--- config.mk ---
export PLATFORM = sky130hd
export DESIGN_NAME = sram_frame_reader_flat
export DESIGN_NICKNAME = d
export VERILOG_FILES = /design/src/rtl/sram_frame_reader_if.sv /design/src/rtl/sram_frame_reader.sv /design/src/flat_wrapper.sv
export SDC_FILE = /design/constraint.sdc
export NUM_CORES = 1
export LEC_CHECK = 0
export CAP_MARGIN = 30
export CORE_UTILIZATION = 30
export DETAILED_ROUTE_END_ITERATION = 8
export PLACE_DENSITY_LB_ADDON = 0.1
export SETUP_SLACK_MARGIN = 0.3
export SYNTH_ARGS = -nofsm -noshare
export SYNTH_HDL_FRONTEND = slang
export SYNTH_SLANG_ARGS = --single-unit
--- constraint.sdc ---
create_clock -name i_clk -period 5.36 [get_ports i_clk]
set_clock_uncertainty 0.15 [all_clocks]
set_input_delay 1.072 -clock i_clk [delete_from_list [all_inputs] [get_ports i_clk]]
set_output_delay 1.072 -clock i_clk [all_outputs]
set_load 0.005 [all_outputs]
--- src/rtl/sram_frame_reader_if.sv ---
// SRAM read bus between the frame reader (master) and the asynchronous SRAM (slave).
// Data is combinational from the address while oe_n is low.
interface sram_frame_reader_if;
   logic        oe_n;
   logic [19:0] addr;
   logic [15:0] dq;

   modport master (output oe_n, output addr, input dq);
   modport slave  (input oe_n, input addr, output dq);
endinterface

--- src/rtl/sram_frame_reader.sv ---
// Raster-order SRAM reader: two 16-bit words per pixel are reassembled into 30-bit RGB,
// buffered in a small FIFO and popped one pixel per VGA request.
module sram_frame_reader #(
   parameter int H_ACTIVE   = 640,
   parameter int V_ACTIVE   = 480,
   parameter int FIFO_DEPTH = 8
) (
   input  logic                i_clk,
   input  logic                i_rst_n,
   input  logic                i_frame_start,
   input  logic                i_hold,
   input  logic                i_pix_req,
   sram_frame_reader_if.master io_sram,
   output logic [9:0]          o_r,
   output logic [9:0]          o_g,
   output logic [9:0]          o_b,
   output logic                o_underflow,
   output logic                o_frame_done
);
   localparam int X_W = (H_ACTIVE > 1) ? $clog2(H_ACTIVE) : 1;
   localparam int Y_W = (V_ACTIVE > 1) ? $clog2(V_ACTIVE) : 1;
   localparam int A_W = $clog2(FIFO_DEPTH);
   localparam int C_W = A_W + 1;
   localparam logic [C_W-1:0] DEPTH_C  = C_W'(FIFO_DEPTH);
   localparam logic [X_W-1:0] X_LAST   = X_W'(H_ACTIVE - 1);
   localparam logic [Y_W-1:0] Y_LAST   = Y_W'(V_ACTIVE - 1);

   typedef enum logic [1:0] {IDLE, RD_LO, RD_HI} state_t;

   state_t         r_state, w_state_nxt;
   logic           r_oe_n, w_oe_n_nxt;
   logic [19:0]    r_addr, w_addr_nxt;
   logic [X_W-1:0] r_x, w_x_nxt;
   logic [Y_W-1:0] r_y, w_y_nxt;
   logic           r_running;
   logic [14:0]    r_lo;
   logic [29:0]    r_mem [FIFO_DEPTH];
   logic [A_W-1:0] r_wr_ptr, r_rd_ptr;
   logic [C_W-1:0] r_count, w_count_nxt;
   logic           w_push, w_pop, w_last, w_can_start, w_room_hi;
   logic [18:0]    w_idx, w_idx_nxt;
   logic [29:0]    w_pix;
   logic           w_unused_dq15;

   function automatic logic [18:0] pix_index(input logic [X_W-1:0] x, input logic [Y_W-1:0] y);
      return 19'(H_ACTIVE) * 19'(y) + 19'(x);
   endfunction

   assign io_sram.oe_n  = r_oe_n;
   assign io_sram.addr  = r_addr;
   assign w_unused_dq15 = io_sram.dq[15];

   assign w_idx       = pix_index(r_x, r_y);
   assign w_idx_nxt   = pix_index(w_x_nxt, w_y_nxt);
   assign w_last      = (r_x == X_LAST) && (r_y == Y_LAST);
   assign w_pop       = i_pix_req && (r_count != '0) && !i_frame_start;
   assign w_can_start = r_running && !i_hold && !o_frame_done && (r_count < DEPTH_C);
   // Room after this cycle's push: a same-cycle pop frees the slot the push takes.
   assign w_room_hi   = w_pop ? (r_count < DEPTH_C) : (r_count < DEPTH_C - C_W'(1));
   // R = lo[9:0], G = {lo[14:10], hi[14:10]}, B = hi[9:0]
   assign w_pix       = {r_lo[9:0], r_lo[14:10], io_sram.dq[14:10], io_sram.dq[9:0]};

   always_comb begin
      w_x_nxt = r_x + 1'b1;
      w_y_nxt = r_y;
      if (r_x == X_LAST) begin
         w_x_nxt = '0;
         w_y_nxt = r_y + 1'b1;
      end
   end

   always_comb begin
      w_count_nxt = r_count;
      case ({w_push, w_pop})
         2'b10:   w_count_nxt = r_count + C_W'(1);
         2'b01:   w_count_nxt = r_count - C_W'(1);
         default: w_count_nxt = r_count;
      endcase
   end

   always_comb begin
      w_state_nxt = r_state;
      w_oe_n_nxt  = 1'b1;
      w_addr_nxt  = r_addr;
      w_push      = 1'b0;
      if (i_frame_start) begin
         w_state_nxt = IDLE;
      end else begin
         case (r_state)
            IDLE: begin
               if (w_can_start) begin
                  w_state_nxt = RD_LO;
                  w_oe_n_nxt  = 1'b0;
                  w_addr_nxt  = {w_idx, 1'b0};
               end
            end
            RD_LO: begin
               if (i_hold) begin
                  w_state_nxt = IDLE;
               end else begin
                  w_state_nxt = RD_HI;
                  w_oe_n_nxt  = 1'b0;
                  w_addr_nxt  = {w_idx, 1'b1};
               end
            end
            RD_HI: begin
               if (i_hold) begin
                  w_state_nxt = IDLE;
               end else begin
                  w_push = 1'b1;
                  if (r_running && !w_last && w_room_hi) begin
                     w_state_nxt = RD_LO;
                     w_oe_n_nxt  = 1'b0;
                     w_addr_nxt  = {w_idx_nxt, 1'b0};
                  end else begin
                     w_state_nxt = IDLE;
                  end
               end
            end
            default: w_state_nxt = IDLE;
         endcase
      end
   end

   always_ff @(posedge i_clk or negedge i_rst_n) begin
      if (!i_rst_n) begin
         r_state <= IDLE;
         r_oe_n  <= 1'b1;
         r_addr  <= '0;
      end else begin
         r_state <= w_state_nxt;
         r_oe_n  <= w_oe_n_nxt;
         r_addr  <= w_addr_nxt;
      end
   end

   always_ff @(posedge i_clk) begin
      if (r_state == RD_LO) r_lo <= io_sram.dq[14:0];
      if (w_push) r_mem[r_wr_ptr] <= w_pix;
   end

   always_ff @(posedge i_clk or negedge i_rst_n) begin
      if (!i_rst_n) begin
         r_x          <= '0;
         r_y          <= '0;
         r_running    <= 1'b0;
         o_frame_done <= 1'b0;
         o_underflow  <= 1'b0;
      end else if (i_frame_start) begin
         r_x          <= '0;
         r_y          <= '0;
         r_running    <= 1'b1;
         o_frame_done <= 1'b0;
         o_underflow  <= 1'b0;
      end else begin
         if (w_push) begin
            if (w_last) begin
               r_x          <= '0;
               r_y          <= '0;
               r_running    <= 1'b0;
               o_frame_done <= 1'b1;
            end else begin
               r_x <= w_x_nxt;
               r_y <= w_y_nxt;
            end
         end
         if (i_pix_req && (r_count == '0)) o_underflow <= 1'b1;
      end
   end

   always_ff @(posedge i_clk or negedge i_rst_n) begin
      if (!i_rst_n) begin
         r_wr_ptr <= '0;
         r_rd_ptr <= '0;
         r_count  <= '0;
      end else if (i_frame_start) begin
         r_wr_ptr <= '0;
         r_rd_ptr <= '0;
         r_count  <= '0;
      end else begin
         if (w_push) r_wr_ptr <= r_wr_ptr + 1'b1;
         if (w_pop)  r_rd_ptr <= r_rd_ptr + 1'b1;
         r_count <= w_count_nxt;
      end
   end

   // A request on an empty FIFO outputs black; a frame start swallows the request.
   always_ff @(posedge i_clk or negedge i_rst_n) begin
      if (!i_rst_n) begin
         {o_r, o_g, o_b} <= '0;
      end else if (!i_frame_start && i_pix_req) begin
         if (r_count != '0) {o_r, o_g, o_b} <= r_mem[r_rd_ptr];
         else               {o_r, o_g, o_b} <= '0;
      end
   end
endmodule
--- src/flat_wrapper.sv ---
// flat-port wrapper written by rule: the top's interface ports become plain ports
module sram_frame_reader_flat 
#(
   parameter int H_ACTIVE   = 640,
   parameter int V_ACTIVE   = 480,
   parameter int FIFO_DEPTH = 8
)
  (i_clk, i_rst_n, i_frame_start, i_hold, i_pix_req, o_r, o_g, o_b, o_underflow, o_frame_done, io_sram_oe_n, io_sram_addr, io_sram_dq);
  sram_frame_reader_if io_sram_i ();
  input  logic i_clk;
  input  logic i_rst_n;
  input  logic i_frame_start;
  input  logic i_hold;
  input  logic i_pix_req;
  output logic [9:0] o_r;
  output logic [9:0] o_g;
  output logic [9:0] o_b;
  output logic o_underflow;
  output logic o_frame_done;
  output wire logic [$bits(io_sram_i.oe_n)-1:0] io_sram_oe_n;
  output wire logic [$bits(io_sram_i.addr)-1:0] io_sram_addr;
  input wire logic [$bits(io_sram_i.dq)-1:0] io_sram_dq;
  assign io_sram_oe_n = io_sram_i.oe_n;
  assign io_sram_addr = io_sram_i.addr;
  assign io_sram_i.dq = io_sram_dq;
  sram_frame_reader #(.H_ACTIVE(H_ACTIVE), .V_ACTIVE(V_ACTIVE), .FIFO_DEPTH(FIFO_DEPTH)) u_core (.i_clk(i_clk), .i_rst_n(i_rst_n), .i_frame_start(i_frame_start), .i_hold(i_hold), .i_pix_req(i_pix_req), .io_sram(io_sram_i), .o_r(o_r), .o_g(o_g), .o_b(o_b), .o_underflow(o_underflow), .o_frame_done(o_frame_done));
endmodule
==> flow_metrics.tcl, run 1 <==
set metrics [dict create \
    ys_warn_count 0 \
    critical_path_class "flip-flop to flip-flop" \
    clkSlewWorstSetupHoldPaths_ns 0.06 \
    crit_path_top_delay_cell "dfrtp_1" \
    grt_use_total_pct 14.64 \
    synth_compound_area_share_pct 6.786 \
    sw_frac_of_total_pct 26.35 \
    rsz0062_at_grt "false" \
    postCtsHoldBufs 0 \
    cts_htree_levels 2 \
    synth_top_family_by_area "multiplexers" \
    vias_per_cell 4.718 \
    r2r-start "u_core.r_x[0]" \
    synth_nets 1043 \
    finalNetCount 1135 \
    synth_simple_gate_area_share_pct 7.107 \
    overflow 0 \
    peakVddDrop_mv 0.2300 \
    mostFrequentLayoutCells "edfxtp_1, dfrtp_1, nand2_1" \
    crit_fanout 10 \
    post-route-cell-area_um2 17810 \
    drt-pass1-iter-count 5 \
    async_flop_share_pct 25.00 \
    grt_pass1_vias 8756 \
    fin_crit_ns 4.616 \
    wire_per_inst_um 20.17 \
    drc_errors 0 \
    hold_path_depth 2 \
    reg2reg_to "u_core.io_sram.addr[19]" \
    switching_power_uw 1952 \
    cts_tree "done" \
    grt_pass1_wl_um 54720 \
    comb_power_share_pct 17.5 \
    areaGrowthSynthToFinish_pct 20.31 \
    wirelength_um 35560 \
    crit_path_cell_trace "ha_1 > nand3_2 > nor4b_2 > and3_1 > nand2_1 > xor2_2 > xnor2_1 > ha_1 > inv_1 > fa_1 > xnor2_1 > nor4bb_1 > nand4b_1 > o31ai_1 > o311ai_1 > a21oi_1" \
    path_buf_inv 1 \
    yosysUniqueCellTypes 63 \
    arrival_ns 4.96 \
    status "completed" \
    hpwl_um 21020 \
    diodes 0 \
    worstSetupStartpoint "u_core.r_x[0]" \
    clkLatencyLatePin_ns 0.56 \
    r2r_slack_ns 0.74 \
    synthFlopType "edfxtp_1" \
    r2r_cells 16 \
    min_to "u_core.o_b[6]" \
    ys_seq_area_share_pct 66.09 \
    die_area_um2 50250 \
    antenna_found_initial 2 \
    p_leak_uw 0.006210 \
    cp.required_ns 5.70 \
    drv_slew 0 \
    finalHoldViolCount 0 \
    rows 81 \
    finalSetupViolCount 0 \
    place_congestion 0.7501 \
    avgSynthCellArea_um2 15.20 \
    cp-start-kind "flip-flop" \
    portBuffers 72 \
    synth_fa_ha_area_share_pct 4.310 \
    seq_power_share_pct 44.9 \
    synth_xor_area_share_pct 2.653 \
    syn_inst 974 \
    fmax_ghz 0.2166 \
    ant_nets 0 \
    postCtsSetupRepairBufs 0 \
    final.fill_count 4639 \
    fin_hold_ws_ns 0.3268 \
    min_from "u_core.o_b[6]" \
    p_per_area_nw_per_um2 415.8 \
    cp_top_family "simple AND/OR/NAND/NOR gates" \
    core_area_um2 48850 \
    p_int_uw 5455 \
    worst_pin_slew_ns 0.9195 \
    synth_edf_count 255 \
    clock_path_buffers 3 \
    fp.dieH_um 224.2 \
    hp-class "flip-flop to flip-flop" \
    drt_iter0_drc 499 \
    syn-cell-area_um2 14810 \
    ios 74 \
    fin_setup_tns_ns 0 \
    grt_max_degree 57 \
    relSlewSlack_pct 38.29 \
    clock-sinks 340 \
    final.period_utilization_pct 86.13 \
    via_count 8317 \
    cts-root-buf "clkbuf_16" \
    ys_ff_latch 340 \
    cp_slowest_stage_delay_ns 0.45 \
    placed_area_um2 16450 \
    numCtsBuffers 41 \
    drive_gt1_share_pct 15.56 \
    start_util_pct 30.31 \
    endpoint_kind "flip-flop" \
    die_x_um 224.2 \
    maxCapViolCount 0 \
    final_common_cell "edfxtp_1" \
    synthMuxAreaShare_pct 11.29 \
    power_frac_clock_pct 37.7 \
]
## metal layers
metal,vias to the layer above,share of wire [%],global-route usage [%]
met5,-,0.090,0
met4,4,2.1,4.463
met3,57,3.1,2.571
met2,117,48,24.07
met1,4208,47,19.68
li1,3931,-,-
## metrics by stage
step / power (µW) / cells / util [%] / setup WS [ns]
after floorplan: 4087 / 974 / - / 0.9542
final: 7407 / 1763 / 36.47 / 0.7437
after detailed placement: 4723 / 1687 / 33.68 / 0.6405
after global placement: 4694 / 1686 / 33.63 / 0.6315
after global routing: 7771 / 1763 / 36.47 / 0.3530
after CTS: 7546 / 1763 / 36.45 / 0.6101
## power groups by stage
stage          logic [µW]  clock network, µW  registers, µW
6_report             1300               2790           3320
5_1_grt              1450               2960           3360
4_1_cts              1340               2870           3330
3_5_place_dp         1340                  0           3380
3_3_place_gp         1250                  0           3450
2_1_floorplan         803                  0           3280
## how the worst max path moves through the flow
stage,endpoint,slack [ns],cells past startpoint
after floorplan,u_core.r_mem[0][0],0.95,4
after global placement,u_core.io_sram.addr[17],0.63,16
after detailed placement,u_core.io_sram.addr[17],0.64,16
after CTS,u_core.io_sram.addr[19],0.61,16
after global routing,u_core.io_sram.addr[19],0.35,16
final,u_core.io_sram.addr[19],0.74,16
## registers in the layout, summed over array words and instances (netlist names), 2 cells and up
| signal | count |
|---|---|
| u_core.o_b | 10 |
| u_core.o_g | 10 |
| u_core.r_lo | 15 |
| u_core.o_r | 10 |
| u_core.r_wr_ptr | 3 |
| u_core.r_mem | 240 |
| u_core.r_state | 2 |
| u_core.r_count | 4 |
| u_core.r_rd_ptr | 3 |
| u_core.r_y | 9 |
| u_core.r_x | 10 |
| u_core.io_sram.addr | 20 |
## logic make-up (layout without fill, tap and decap cells)
logic type | count (synthesis) | in the layout
buffers and inverters | 67 | 192
xor gates and xnor gates | 44 | 44
DFF | 340 | 340
AOI/OAI and AO/OA | 166 | 166
muxes | 92 | 92
adders and majority gates | 48 | 48
and+or+nand+nor | 217 | 217
## cells in the mapped netlist, types with 24 or more instances
| master | instances | area, µm² |
|---|---|---|
| a21oi_1 | 36 | 180.2 |
| edfxtp_1 | 255 | 7657 |
| mux4_2 | 60 | 1351 |
| mux2i_1 | 32 | 320.3 |
| dfrtp_1 | 84 | 2102 |
| nor2_1 | 47 | 176.4 |
| o21ai_0 | 45 | 225.2 |
| ha_1 | 43 | 538.0 |
| clkbuf_1 | 35 | 131.4 |
| xnor2_1 | 24 | 210.2 |
| nand2_1 | 81 | 304.0 |
| o21ai_1 | 26 | 130.1 |
## area by class of cell
type,count,area (µm²),area share (%)
Tap cell,664,830.8,4.664
Clock inverter,24,245.2,1.377
Sequential cell,340,9792,54.97
Clock buffer,52,1109,6.223
Inverter,21,78.83,0.4425
Multi-Input combinational cell,567,4836,27.15
Timing Repair Buffer,95,923.4,5.183
## worst reg2reg max path, stage by stage (launching register included)
cell and delay [ns]:
dfrtp_1 0.45, ha_1 0.26, nand3_2 0.21, nor4b_2 0.36, and3_1 0.35, nand2_1 0.16, xor2_2 0.27, xnor2_1 0.16
ha_1 0.22, inv_1 0.07, fa_1 0.40, xnor2_1 0.27, nor4bb_1 0.40, nand4b_1 0.23, o31ai_1 0.25, o311ai_1 0.16
a21oi_1 0.19
## what timing repair did
item                                   4_1_cts  5_1_grt
endpoints found under the hold margin        0        0
resized for setup                            0        1
setup endpoints to repair                    0        2
No activity file was read; power rests on OpenSTA's default activity.
==> run 2: changes to the inputs <==
--- a/config.mk
+++ b/config.mk
@@ -6,7 +6,8 @@
 export NUM_CORES = 1
 export LEC_CHECK = 0
 export CAP_MARGIN = 30
-export CORE_UTILIZATION = 30
+export CORE_UTILIZATION = 59
+export CTS_CLUSTER_DIAMETER = 50
 export DETAILED_ROUTE_END_ITERATION = 8
 export PLACE_DENSITY_LB_ADDON = 0.1
 export SETUP_SLACK_MARGIN = 0.3
==> run 2 against run 1 <==
Compared with the run above:
- die area is 49% lower
- global-route usage is 10 points higher
- flip-flop and latch count stayed put
- sequential power is 2% higher
- critical endpoint is now u_core.io_sram.addr[17]
- non-clock buffer count is 3 higher
- combinational power is 8% lower
- first-iteration DRC count is 38% higher
- setup slack better by 0.020 ns
- wire length is 14% lower
==> flow_metrics.tcl, run 2 (same netlist as run 1, synthesis figures left out) <==
set metrics [dict create \
    wire_per_inst_um 21.59 \
    core_area_um2 24460 \
    rows 57 \
    postCtsSetupRepairBufs 0 \
    drt-pass1-iter-count 5 \
    status "completed" \
    finalSetupViolCount 0 \
    final_common_cell "edfxtp_1" \
    clkSlewWorstSetupHoldPaths_ns 0.06 \
    fin_setup_tns_ns 0 \
    grt_pass1_wl_um 48440 \
    ios 74 \
    drt_iter0_drc 687 \
    fmax_ghz 0.2176 \
    cts-root-buf "clkbuf_16" \
    arrival_ns 4.83 \
    antenna_found_initial 0 \
    seq_power_share_pct 47.8 \
    relSlewSlack_pct 40.45 \
    hpwl_um 18160 \
    drive_gt1_share_pct 15.17 \
    grtUsageMet2_pct 41.09 \
    worst_pin_slew_ns 0.8932 \
    place_congestion 0.8582 \
    maxCapViolCount 0 \
    grtUsageMet1_pct 34.87 \
    switching_power_uw 1826 \
    finalCoreUtilization_pct 70.55 \
    grt_use_total_pct 24.84 \
    finalNetCount 1134 \
    p_leak_uw 0.006144 \
    areaGrowthSynthToFinish_pct 16.55 \
    vias_per_cell 6.032 \
    rsz0062_at_grt "false" \
    p_per_area_nw_per_um2 408.8 \
    clkLatencyLatePin_ns 0.53 \
    comb_power_share_pct 17.0 \
    final.period_utilization_pct 85.76 \
    ant_nets 0 \
    fp.dieH_um 160.4 \
    crit_fanout 10 \
    drv_slew 0 \
    die_area_um2 25730 \
    numCtsBuffers 37 \
    power_frac_clock_pct 35.2 \
    critical_path_class "flip-flop to flip-flop" \
    cts_tree "done" \
    p_int_uw 5229 \
    grt-busiest-layer "met2" \
    start_util_pct 60.53 \
    cts_htree_levels 2 \
    grt_max_degree 59 \
    clock-sinks 340 \
    largest_reg_flops 240 \
    drc_errors 0 \
    cp.required_ns 5.59 \
    fin_crit_ns 4.597 \
    peakVddDrop_mv 0.3335 \
    via_count 8553 \
    regMostFlops "u_core.r_mem" \
    sw_frac_of_total_pct 25.88 \
    clock_path_buffers 3 \
    die_x_um 160.4 \
    endpoint_kind "flip-flop" \
    overflow 0 \
    portBuffers 72 \
    cp-start-kind "flip-flop" \
    use_met3_pct 3.357 \
    wirelength_um 30610 \
    mostFrequentLayoutCells "edfxtp_1, nand2_1, dfrtp_1" \
    finalHoldViolCount 0 \
    diodes 0 \
    hp-class "flip-flop to flip-flop" \
    grt_pass1_vias 8517 \
]
[run 2: cell types whose count changed in the layout (fill, tap and decap cells not counted), moves of 3 or more]
cell,before,now
clkinv_1,6,1
clkbuf_16,42,39
clkinv_2,10,5
buf_4,22,25
bufinv_16,4,1
[run 2: metrics by stage]
| stage | instances | setup slack (ns) | hold WS (ns) | power, µW | area (µm²) |
|---|---|---|---|---|---|
| floorplan | 974 | 0.9542 | 0.3009 | 4087 | 14810 |
| global placement | 1349 | 0.8232 | 0.3122 | 4592 | 16020 |
| detailed placement | 1350 | 0.7538 | 0.3202 | 4624 | 16040 |
| CTS | 1418 | 0.7115 | 0.3336 | 7118 | 17250 |
| global route | 1418 | 0.3326 | 0.3532 | 7345 | 17260 |
| finish | 1418 | 0.7635 | 0.3288 | 7055 | 17260 |
[run 2: power by group through the flow]
stage	clock network [µW]	registers (µW)	logic (µW)
6_report	2480	3370	1200
5_1_grt	2630	3410	1310
4_1_cts	2530	3370	1220
3_5_place_dp	0	3420	1200
3_3_place_gp	0	3430	1160
2_1_floorplan	0	3280	803
[run 2: repair_timing]
item / 4_1_cts / 5_1_grt
hold buffers: 0 / 0
setup endpoints to repair: 0 / 2
gates resized for setup: 0 / 1
endpoints found under the hold margin: 0 / 0
[run 2: layout make-up]
type | count | area [µm²]
inverter | 21 | 78.83
timing repair buffer | 98 | 938.4
fill | 1635 | 7204
clock buffer | 53 | 1069
clock inverter | 15 | 147.6
multi-input combinational | 567 | 4827
tap | 324 | 405.4
sequential | 340 | 9792
[run 2: final timing paths]
| check | depth (start not counted) | from | end | slack, ns |
|---|---|---|---|---|
| max | 16 | u_core.r_x[0] | u_core.io_sram.addr[17] | 0.76 |
| max in group asynchronous | 2 | i_rst_n | u_core.r_rd_ptr[0] | 3.62 |
| max reg2reg | 16 | u_core.r_x[0] | u_core.io_sram.addr[17] | 0.76 |
| min in group asynchronous | 1 | i_rst_n | u_core.io_sram.addr[17] | 0.48 |
| min | 2 | u_core.o_b[9] | u_core.o_b[9] | 0.33 |
| min reg2reg | 2 | u_core.o_b[9] | u_core.o_b[9] | 0.33 |
[run 2: metal layers]
metal,vias to the layer above,part of all wire (%)
met3,57,4.8
li1,3937,-
met1,4294,43
met2,265,50
met5,-,0
met4,0,2.1
[run 2: worst max-delay path, stage by stage, from the launching register on]
cell and delay (ns):
dfrtp_1 0.45, ha_1 0.26, nand3_2 0.22, nor4b_2 0.36, and3_1 0.30, nand2_1 0.11
xor2_1 0.31, xnor2_1 0.17, ha_1 0.21, inv_1 0.06, fa_1 0.39, xnor2_1 0.29
nor4bb_2 0.38, nand4b_1 0.23, xor2_1 0.20, a221oi_1 0.28, a21oi_1 0.07
